### src/rtl/mem_arbiter_if.sv
// Bundles the fetch, data and backing-memory signals of the unified memory arbiter.
// Latency: none, wires only.
// Backpressure: requesters hold req until their one-cycle ready pulse.
interface mem_arbiter_if #(
  parameter int ADDR_WIDTH = 32,
  parameter int DATA_WIDTH = 32
);
  // fetch side
  logic                    i_req;
  logic [ADDR_WIDTH-1:0]   i_addr;
  logic [DATA_WIDTH-1:0]   i_rdata;
  logic                    i_ready;
  // data side
  logic                    d_req;
  logic                    d_we;
  logic [ADDR_WIDTH-1:0]   d_addr;
  logic [DATA_WIDTH-1:0]   d_wdata;
  logic [DATA_WIDTH/8-1:0] d_be;
  logic [DATA_WIDTH-1:0]   d_rdata;
  logic                    d_ready;
  // backing memory
  logic                    mem_req;
  logic                    mem_we;
  logic [ADDR_WIDTH-1:0]   mem_addr;
  logic [DATA_WIDTH-1:0]   mem_wdata;
  logic [DATA_WIDTH/8-1:0] mem_be;
  logic [DATA_WIDTH-1:0]   mem_rdata;
  logic                    mem_rvalid;
  logic                    err;

  // arbiter view
  modport slave (
    input  i_req, i_addr, d_req, d_we, d_addr, d_wdata, d_be, mem_rdata, mem_rvalid,
    output i_rdata, i_ready, d_rdata, d_ready,
    output mem_req, mem_we, mem_addr, mem_wdata, mem_be, err
  );

  // environment view: requesters plus memory
  modport master (
    output i_req, i_addr, d_req, d_we, d_addr, d_wdata, d_be, mem_rdata, mem_rvalid,
    input  i_rdata, i_ready, d_rdata, d_ready,
    input  mem_req, mem_we, mem_addr, mem_wdata, mem_be, err
  );
endinterface

### src/rtl/mem_arbiter.sv
// Shares one single-ported memory between fetch (read-only) and data (load/store), D-priority with anti-starvation.
// Latency: grant in IDLE at cycle 0, mem_req at 1, earliest mem_rvalid at 2, ready at 3; one transaction in flight.
// Backpressure: requests wait while busy; a transaction with no mem_rvalid for TIMEOUT WAIT cycles completes with err.
module mem_arbiter #(
  parameter int ADDR_WIDTH   = 32,
  parameter int DATA_WIDTH   = 32,
  parameter int MAX_D_STREAK = 4,
  parameter int TIMEOUT      = 64
) (
  input  logic          clk,
  input  logic          rst,
  mem_arbiter_if.slave  bus
);

  localparam int SW = $clog2(MAX_D_STREAK + 1);
  localparam int TW = $clog2(TIMEOUT + 1);
  localparam logic [SW-1:0] STREAK_MAX = SW'(MAX_D_STREAK);
  localparam logic [TW-1:0] TMO_LAST   = TW'(TIMEOUT - 1);

  typedef enum logic [1:0] {IDLE, ISSUE, WAIT, RESP} state_t;

  state_t                  state_q;
  logic                    owner_d_q;   // 1: data side owns the transaction
  logic [SW-1:0]           streak_q;
  logic [TW-1:0]           tmo_q;

  logic                    i_ready_q;
  logic                    d_ready_q;
  logic                    err_q;
  logic [DATA_WIDTH-1:0]   i_rdata_q;
  logic [DATA_WIDTH-1:0]   d_rdata_q;
  logic                    mem_req_q;
  logic                    mem_we_q;
  logic [ADDR_WIDTH-1:0]   mem_addr_q;
  logic [DATA_WIDTH-1:0]   mem_wdata_q;
  logic [DATA_WIDTH/8-1:0] mem_be_q;

  logic win_d;
  logic win_i;

  // D wins a tie unless it has already taken MAX_D_STREAK grants in a row over a waiting fetch
  always_comb begin
    win_d = bus.d_req & (~bus.i_req | (streak_q != STREAK_MAX));
    win_i = bus.i_req & ~win_d;
  end

  // Transaction FSM; every output is a register updated on the transition into its state
  always_ff @(posedge clk or negedge rst) begin
    if (!rst) begin
      state_q     <= IDLE;
      owner_d_q   <= 1'b0;
      streak_q    <= '0;
      tmo_q       <= '0;
      i_ready_q   <= 1'b0;
      d_ready_q   <= 1'b0;
      err_q       <= 1'b0;
      i_rdata_q   <= '0;
      d_rdata_q   <= '0;
      mem_req_q   <= 1'b0;
      mem_we_q    <= 1'b0;
      mem_addr_q  <= '0;
      mem_wdata_q <= '0;
      mem_be_q    <= '0;
    end else begin
      case (state_q)
        IDLE: begin
          if (win_d) begin
            state_q     <= ISSUE;
            owner_d_q   <= 1'b1;
            mem_req_q   <= 1'b1;
            mem_we_q    <= bus.d_we;
            mem_addr_q  <= bus.d_addr;
            mem_wdata_q <= bus.d_wdata;
            mem_be_q    <= bus.d_be;
            if (bus.i_req && (streak_q != STREAK_MAX)) begin
              streak_q <= streak_q + SW'(1);
            end
          end else if (win_i) begin
            state_q     <= ISSUE;
            owner_d_q   <= 1'b0;
            mem_req_q   <= 1'b1;
            mem_we_q    <= 1'b0;
            mem_addr_q  <= bus.i_addr;
            mem_wdata_q <= '0;
            mem_be_q    <= '1;
            streak_q    <= '0;
          end
          // No fetch waiting means D priority has cost fetch nothing
          if (!bus.i_req) begin
            streak_q <= '0;
          end
        end
        ISSUE: begin
          mem_req_q <= 1'b0;
          tmo_q     <= '0;
          state_q   <= WAIT;
        end
        WAIT: begin
          if (bus.mem_rvalid) begin
            // read data is latched for stores too, whatever the memory drives
            if (owner_d_q) begin
              d_rdata_q <= bus.mem_rdata;
              d_ready_q <= 1'b1;
            end else begin
              i_rdata_q <= bus.mem_rdata;
              i_ready_q <= 1'b1;
            end
            state_q <= RESP;
          end else if (tmo_q == TMO_LAST) begin
            if (owner_d_q) begin
              d_rdata_q <= '0;
              d_ready_q <= 1'b1;
            end else begin
              i_rdata_q <= '0;
              i_ready_q <= 1'b1;
            end
            err_q   <= 1'b1;
            state_q <= RESP;
          end else begin
            tmo_q <= tmo_q + TW'(1);
          end
        end
        RESP: begin
          i_ready_q <= 1'b0;
          d_ready_q <= 1'b0;
          err_q     <= 1'b0;
          state_q   <= IDLE;
        end
        default: state_q <= IDLE;
      endcase
    end
  end

  assign bus.i_ready   = i_ready_q;
  assign bus.i_rdata   = i_rdata_q;
  assign bus.d_ready   = d_ready_q;
  assign bus.d_rdata   = d_rdata_q;
  assign bus.err       = err_q;
  assign bus.mem_req   = mem_req_q;
  assign bus.mem_we    = mem_we_q;
  assign bus.mem_addr  = mem_addr_q;
  assign bus.mem_wdata = mem_wdata_q;
  assign bus.mem_be    = mem_be_q;

endmodule
### src/flat_wrapper.sv
// flat-port wrapper written by rule: the top's interface ports become plain ports
module mem_arbiter_flat 
#(
  parameter int ADDR_WIDTH   = 32,
  parameter int DATA_WIDTH   = 32,
  parameter int MAX_D_STREAK = 4,
  parameter int TIMEOUT      = 64
)
  (clk, rst, bus_i_req, bus_i_addr, bus_d_req, bus_d_we, bus_d_addr, bus_d_wdata, bus_d_be, bus_mem_rdata, bus_mem_rvalid, bus_i_rdata, bus_i_ready, bus_d_rdata, bus_d_ready, bus_mem_req, bus_mem_we, bus_mem_addr, bus_mem_wdata, bus_mem_be, bus_err);
  mem_arbiter_if #(.ADDR_WIDTH(ADDR_WIDTH), .DATA_WIDTH(DATA_WIDTH)) bus_i ();
  input  logic clk;
  input  logic rst;
  input wire logic [$bits(bus_i.i_req)-1:0] bus_i_req;
  input wire logic [$bits(bus_i.i_addr)-1:0] bus_i_addr;
  input wire logic [$bits(bus_i.d_req)-1:0] bus_d_req;
  input wire logic [$bits(bus_i.d_we)-1:0] bus_d_we;
  input wire logic [$bits(bus_i.d_addr)-1:0] bus_d_addr;
  input wire logic [$bits(bus_i.d_wdata)-1:0] bus_d_wdata;
  input wire logic [$bits(bus_i.d_be)-1:0] bus_d_be;
  input wire logic [$bits(bus_i.mem_rdata)-1:0] bus_mem_rdata;
  input wire logic [$bits(bus_i.mem_rvalid)-1:0] bus_mem_rvalid;
  output wire logic [$bits(bus_i.i_rdata)-1:0] bus_i_rdata;
  output wire logic [$bits(bus_i.i_ready)-1:0] bus_i_ready;
  output wire logic [$bits(bus_i.d_rdata)-1:0] bus_d_rdata;
  output wire logic [$bits(bus_i.d_ready)-1:0] bus_d_ready;
  output wire logic [$bits(bus_i.mem_req)-1:0] bus_mem_req;
  output wire logic [$bits(bus_i.mem_we)-1:0] bus_mem_we;
  output wire logic [$bits(bus_i.mem_addr)-1:0] bus_mem_addr;
  output wire logic [$bits(bus_i.mem_wdata)-1:0] bus_mem_wdata;
  output wire logic [$bits(bus_i.mem_be)-1:0] bus_mem_be;
  output wire logic [$bits(bus_i.err)-1:0] bus_err;
  assign bus_i.i_req = bus_i_req;
  assign bus_i.i_addr = bus_i_addr;
  assign bus_i.d_req = bus_d_req;
  assign bus_i.d_we = bus_d_we;
  assign bus_i.d_addr = bus_d_addr;
  assign bus_i.d_wdata = bus_d_wdata;
  assign bus_i.d_be = bus_d_be;
  assign bus_i.mem_rdata = bus_mem_rdata;
  assign bus_i.mem_rvalid = bus_mem_rvalid;
  assign bus_i_rdata = bus_i.i_rdata;
  assign bus_i_ready = bus_i.i_ready;
  assign bus_d_rdata = bus_i.d_rdata;
  assign bus_d_ready = bus_i.d_ready;
  assign bus_mem_req = bus_i.mem_req;
  assign bus_mem_we = bus_i.mem_we;
  assign bus_mem_addr = bus_i.mem_addr;
  assign bus_mem_wdata = bus_i.mem_wdata;
  assign bus_mem_be = bus_i.mem_be;
  assign bus_err = bus_i.err;
  mem_arbiter #(.ADDR_WIDTH(ADDR_WIDTH), .DATA_WIDTH(DATA_WIDTH), .MAX_D_STREAK(MAX_D_STREAK), .TIMEOUT(TIMEOUT)) u_core (.clk(clk), .rst(rst), .bus(bus_i));
endmodule
### config.mk
export PLATFORM = sky130hd
export DESIGN_NAME = mem_arbiter_flat
export DESIGN_NICKNAME = d
export VERILOG_FILES = /design/src/rtl/mem_arbiter_if.sv /design/src/rtl/mem_arbiter.sv /design/src/flat_wrapper.sv
export SDC_FILE = /design/constraint.sdc
export NUM_CORES = 1
export LEC_CHECK = 0
export CAP_MARGIN = 15
export CORE_MARGIN = 4
export CORE_UTILIZATION = 35
export DETAILED_ROUTE_END_ITERATION = 16
export GPL_ROUTABILITY_DRIVEN = 0
export PLACE_DENSITY_LB_ADDON = 0.05
export SYNTH_ARGS = -nofsm -noshare
export SYNTH_HDL_FRONTEND = slang
export SYNTH_SLANG_ARGS = --single-unit
### constraint.sdc
create_clock -name clk -period 1.9 [get_ports clk]
set_input_delay 0.19 -clock clk [delete_from_list [all_inputs] [get_ports clk]]
set_output_delay 0.19 -clock clk [all_outputs]
set_load 0.05 [all_outputs]
# After elaboration in Yosys (flattened, before gate mapping)
# Index checks and enable logic that the tools add are counted.
# totals
reg_bits,150
input_bits,138
elab_cells,93
out_inout_bits,137
# op_classes
reduce_logical,16
n_mux,43
bitwise,6
n_eq_ne,12
add_sub_neg,2
# op_table
cell,count
$mux 32,12
$reduce_and 3->1,5
$mux 7,2
$pmux 7 s2,1
$mux 1,13
$mux 3,4
$reduce_bool 2->1,5
$mux 2,4
$mux 4,2
$pmux 1 s2,4
$pmux 2 s4,1
$reduce_and 2->1,4
$add 7x1->7 const B,1
$eq 7x6->1 const B,1
$ne 3x1->1 const B,2
$ne 3x3->1 const B,2
$eq 2x2->1 const B,2
$ne 2x2->1 const B,2
$add 3x1->3 const B,1
$ne 3x2->1 const B,1
$not 1->1,3
$and 1x1->1,2
$eq 2x1->1 const B,1
$logic_not 2->1,1
3 further kinds,3

# Logic depth before layout (Yosys ltp)
# logic_depth
depth_word,8
mapped_depth,8
mapped_depth_nobuf,6

# Worst setup path before layout
# OpenSTA, ideal clock, no wires.
# synth_timing
path_type,register -> register
startpoint,register u_core.tmo_q[0]
endpoint,register u_core.tmo_q[3]
path_slack_ns,0.165
path_stages_with_launch,6
setup_ns,0.069
t_arrival_ns,1.667
t_required_ns,1.831
path_buffers,0
synth_period_minus_slack_ns,1.735
path_cell_list,dfrtp_1 ha_1 and3b_4 a21o_4 or4b_1 nand3_1
# synth_via
elab_chain_len,4
word_cells_on_any_way,7
classes_between,1 x add/sub; 2 x eq/ne; 3 x mux; 1 x reduce/logical
# synth_rtl
item,line_no,rtl
"start, declared",mem_arbiter.sv:25,logic [TW-1:0] tmo_q;
"start signal, assigned",mem_arbiter.sv:120,tmo_q <= tmo_q + TW'(1);
$add 7x1->7,mem_arbiter.sv:120,
$mux 7,mem_arbiter.sv:109,end else if (tmo_q == TMO_LAST) begin
$mux 7,mem_arbiter.sv:99,if (bus.mem_rvalid) begin
$pmux 7 s2,mem_arbiter.sv:65,case (state_q)
# Several ways; a longest one is shown, not always the timed one. The select of a mux whose other input is x is not followed.
# A chain may end at the register's enable or synchronous reset.

# Worst setup path after layout
# layout_timing
startpoint,"register u_core.mem_addr_q[8], in the netlist u_core.bus.mem_addr[8]"
endpoint,output bus_mem_addr[8]
# layout_rtl
item,line_no,rtl
"start, declared",mem_arbiter.sv:34,logic [ADDR_WIDTH-1:0] mem_addr_q;
"start signal, assigned",mem_arbiter.sv:72,mem_addr_q <= bus.d_addr;
"start signal, assigned",mem_arbiter.sv:83,mem_addr_q <= bus.i_addr;
"end, declared",flat_wrapper.sv:28,output wire logic [$bits(bus_i.mem_addr)-1:0] bus_mem_addr;
# No word-level cell between the ends.

==> flow_summary.json <==
{
  "run_status": "finished clean",
  "post_drt_wl_per_cell_um": 17.89,
  "detail_route.vias_per_cell": 5.140,
  "fmax_mhz": 553.3,
  "netlist_area_mm2": 0.005932,
  "series_of_cell_instances_along_the_critical_path": "clkdlybuf4s50_1",
  "io_pins": 275,
  "routedLengthMet1_um": 7471,
  "synth.avg_cell_area_um2": 11.86,
  "ant_nets": 0,
  "synth.distinct_cells": 37,
  "numPlacedInstances": 980,
  "crit_path_max_fanout": 2,
  "cts-root-buf": "sky130_fd_sc_hd__clkbuf_16",
  "place_hpwl_um": 12880,
  "topRoutingLayerUsed": "met5",
  "post-synth-top-area-fraction": 0.6328,
  "met3RoutedLength_um": 1450,
  "vias_in_the_first_global_route": 5359,
  "worstHoldPathType": "primary input to async pin",
  "drt-pass1-iter-count": 6,
  "start_kind": "flop",
  "postSynth.asyncResetShare": 1.000,
  "final.fill_count": 1391,
  "number_of_antenna_violations_at_the_first_check_in_global_routing": 1,
  "chipWidth_um": 138.2,
  "drv_slew": 0,
  "cp_data_required_time_ns": 1.71,
  "clk_path_buf_depth": 2,
  "grt_first_pass_wirelength_um": 28890,
  "postSynthCellCount": 500,
  "power_per_cell_area_mw_per_mm2": 2016,
  "drcViolationCount": 0,
  "std_cell_rows": 47,
  "dr_total_vias": 5207,
  "hold_slack_ns": 0.2627,
  "final_cells": 1013,
  "most_instantiated_flip_flop_cell_in_the_synthesis_netlist": "sky130_fd_sc_hd__dfrtp_1",
  "cts_inserted_buffers": 17,
  "port-buffer-count": 274,
  "type_of_destination_of_the_critical_path": "output pin",
  "grt_util_all_layers": 0.1871,
  "worst-path-buf-inv": 1,
  "cts-htree-levels": 4,
  "globalRouteOverflowTotal": 0,
  "post_route_cells_drive_above_1_share": 0.08827,
  "met2_length_um": 8699,
  "postSynthRegisterBits": 150,
  "worst_ir_drop_vdd_mv": 1.159,
  "initial_utilization": 0.3577,
  "dieHeight_um": 138.2,
  "setup_tns_ns": 0,
  "synthesis.yosys.warnings": 0,
  "cts_tree": "yes",
  "fp.coreArea_mm2": 0.01658,
  "cp_top_family": "buffers and inverters",
  "worst_setup_hold_path_clk_slew_ns": 0.07,
  "area_grow_syn2layout_pct": 63.17,
  "synth_enable_flop_cells": 0,
  "antenna-diode-count": 0,
  "worst_pin_slew_ns": 0.5625,
  "timing.clock.skew_ns": 0.008751,
  "numClockSinks": 150,
  "synth.yosys.seq_area_share": 0.6328,
  "synth.cells.most_frequent": "sky130_fd_sc_hd__dfrtp_1, sky130_fd_sc_hd__a22o_1, sky130_fd_sc_hd__nand2_1, sky130_fd_sc_hd__nor2_1, sky130_fd_sc_hd__a31oi_1",
  "postRouteWirelength_um": 18130,
  "fin_crit_ns": 1.807,
  "hold_viol": 0,
  "final.period_utilization": 0.9512,
  "crit_path_max_incr_delay_ns": 0.85,
  "die_area_mm2": 0.01910,
  "yosysTopAreaCell": "sky130_fd_sc_hd__dfrtp_1",
  "clkLatencyLatePin_ns": 0.41,
  "slew_headroom": 0.6238,
  "worst-setup-path-type": "flop to output pin",
  "cell_types_occupying_the_most_area_after_synthesis": "sky130_fd_sc_hd__dfrtp_1, sky130_fd_sc_hd__a22o_1, sky130_fd_sc_hd__nand2_1",
  "drt_iter0_markers": 225,
  "max_cap_violations": 0,
  "synth_most_common_cell": "sky130_fd_sc_hd__dfrtp_1",
  "syn-num-nets": 646,
  "cp.arrival_ns": 1.62,
  "grt_start_max_net_pins": 65,
  "final_util": 0.5837,
  "setup-violations-final": 0,
  "num-nets-final": 926,
  "p_leak_nw": 4.238,
  "crit_path_top_delay_cell": "sky130_fd_sc_hd__clkdlybuf4s50_1"
}
[registers in the layout, summed over array words and instances (netlist names), 2 cells and up]
register,flops
u_core.bus.mem_be,4
u_core.bus.mem_wdata,32
u_core.bus.d_rdata,32
u_core.bus.mem_addr,32
u_core.tmo_q,7
u_core.state_q,2
u_core.streak_q,3
u_core.bus.i_rdata,32
[stage by stage]
| stage | power [W] | area, um2 | worst slack, ns |
|---|---|---|---|
| after CTS | 0.01970 | 9664 | 0.003867 |
| final | 0.01951 | 9679 | 0.09276 |
| after global placement | 0.01608 | 9061 | 0.1251 |
| after global routing | 0.02042 | 9679 | -0.001191 |
| after floorplan | 0.01223 | 5932 | 0.1645 |
| after detailed placement | 0.01622 | 9061 | 0.03227 |
[what timing repair did]
action	4_1_cts	5_1_grt
buffers inserted	0	0
hold endpoints to repair	39	0
hold buffers	1	0
resized for setup	0	4
endpoints found under the setup margin	0	101
[kinds of logic (layout without fill, tap and decap cells)]
family | count (synthesis) | after routing | share of synthesized area
buffers and inverters | 45 | 338 | 0.03164
muxes | 2 | 2 | 0.003796
AOI/OAI and AO/OA | 154 | 154 | 0.2090
xor gates and xnor gates | 3 | 3 | 0.004430
DFF | 150 | 150 | 0.6328
and+or+nand+nor | 138 | 138 | 0.1015
adders and majority gates | 8 | 8 | 0.01687
[final cells by class]
| type | count | area (um2) | area share |
|---|---|---|---|
| multi-input cells | 305 | 2019 | 0.2086 |
| clock buffers | 17 | 425.4 | 0.04395 |
| flip-flops and latches | 150 | 3754 | 0.3878 |
| well taps | 220 | 275.3 | 0.02844 |
| repair buffers | 297 | 3004 | 0.3104 |
| inverters | 9 | 33.78 | 0.003490 |
| clock inverters | 15 | 167.7 | 0.01732 |
[layout by cell type, fill, tap and decap left out, types with 2 or more instances in the layout]
cell,instances
sky130_fd_sc_hd__a22oi_1,2
sky130_fd_sc_hd__a31oi_1,32
sky130_fd_sc_hd__clkdlybuf4s50_1,272
sky130_fd_sc_hd__a21oi_1,5
sky130_fd_sc_hd__ha_2,2
sky130_fd_sc_hd__buf_12,7
sky130_fd_sc_hd__inv_6,6
sky130_fd_sc_hd__buf_4,16
sky130_fd_sc_hd__a22o_1,100
sky130_fd_sc_hd__nor2_1,35
sky130_fd_sc_hd__xor2_1,2
sky130_fd_sc_hd__nand4b_1,3
sky130_fd_sc_hd__o211ai_1,2
sky130_fd_sc_hd__o22a_1,5
sky130_fd_sc_hd__bufinv_16,2
sky130_fd_sc_hd__clkbuf_16,17
sky130_fd_sc_hd__mux2_2,2
sky130_fd_sc_hd__nand3_1,9
sky130_fd_sc_hd__dfrtp_1,150
sky130_fd_sc_hd__clkinvlp_4,4
sky130_fd_sc_hd__o22ai_1,3
sky130_fd_sc_hd__inv_1,9
sky130_fd_sc_hd__ha_1,6
sky130_fd_sc_hd__nand2_1,76
sky130_fd_sc_hd__nor2_4,2
[worst reg2reg max path: stages (launching register included)]
cell and delay [ns]:
sky130_fd_sc_hd__dfrtp_1 0.42, sky130_fd_sc_hd__inv_1 0.13, sky130_fd_sc_hd__ha_2 0.23, sky130_fd_sc_hd__inv_1 0.09, sky130_fd_sc_hd__buf_4 0.16, sky130_fd_sc_hd__nor3_2 0.26, sky130_fd_sc_hd__a21oi_1 0.10, sky130_fd_sc_hd__mux2_2 0.28
[metal layers]
layer,global-route usage,vias up
met5,0,-
met4,0.06968,2
met3,0.06768,35
met2,0.3047,207
met1,0.2293,2567
li1,-,2396
[worst paths after layout]
kind	from	end	slack, ns	cells past startpoint
setup / recovery	u_core.bus.mem_addr[8]	bus_mem_addr[8]	0.09	1
hold / removal	rst	u_core.bus.i_rdata[4]	0.26	2
setup reg to reg	u_core.state_q[0]	u_core.state_q[1]	0.11	7
hold reg to reg	u_core.bus.i_rdata[22]	u_core.bus.i_rdata[22]	0.50	1
max in group asynchronous	rst	u_core.bus.d_rdata[31]	1.00	3
min in group clk	bus_d_addr[27]	u_core.bus.mem_addr[27]	0.33	3
[power breakdown]
part           total, W  leakage, nW  switching (W)  internal [W]
logic            0.0107         2.11        0.00686       0.00385
registers       0.00542         1.85       0.000827       0.00460
clock network   0.00338        0.280        0.00142       0.00197
Note: power is estimated with default switching activity, not from simulation.
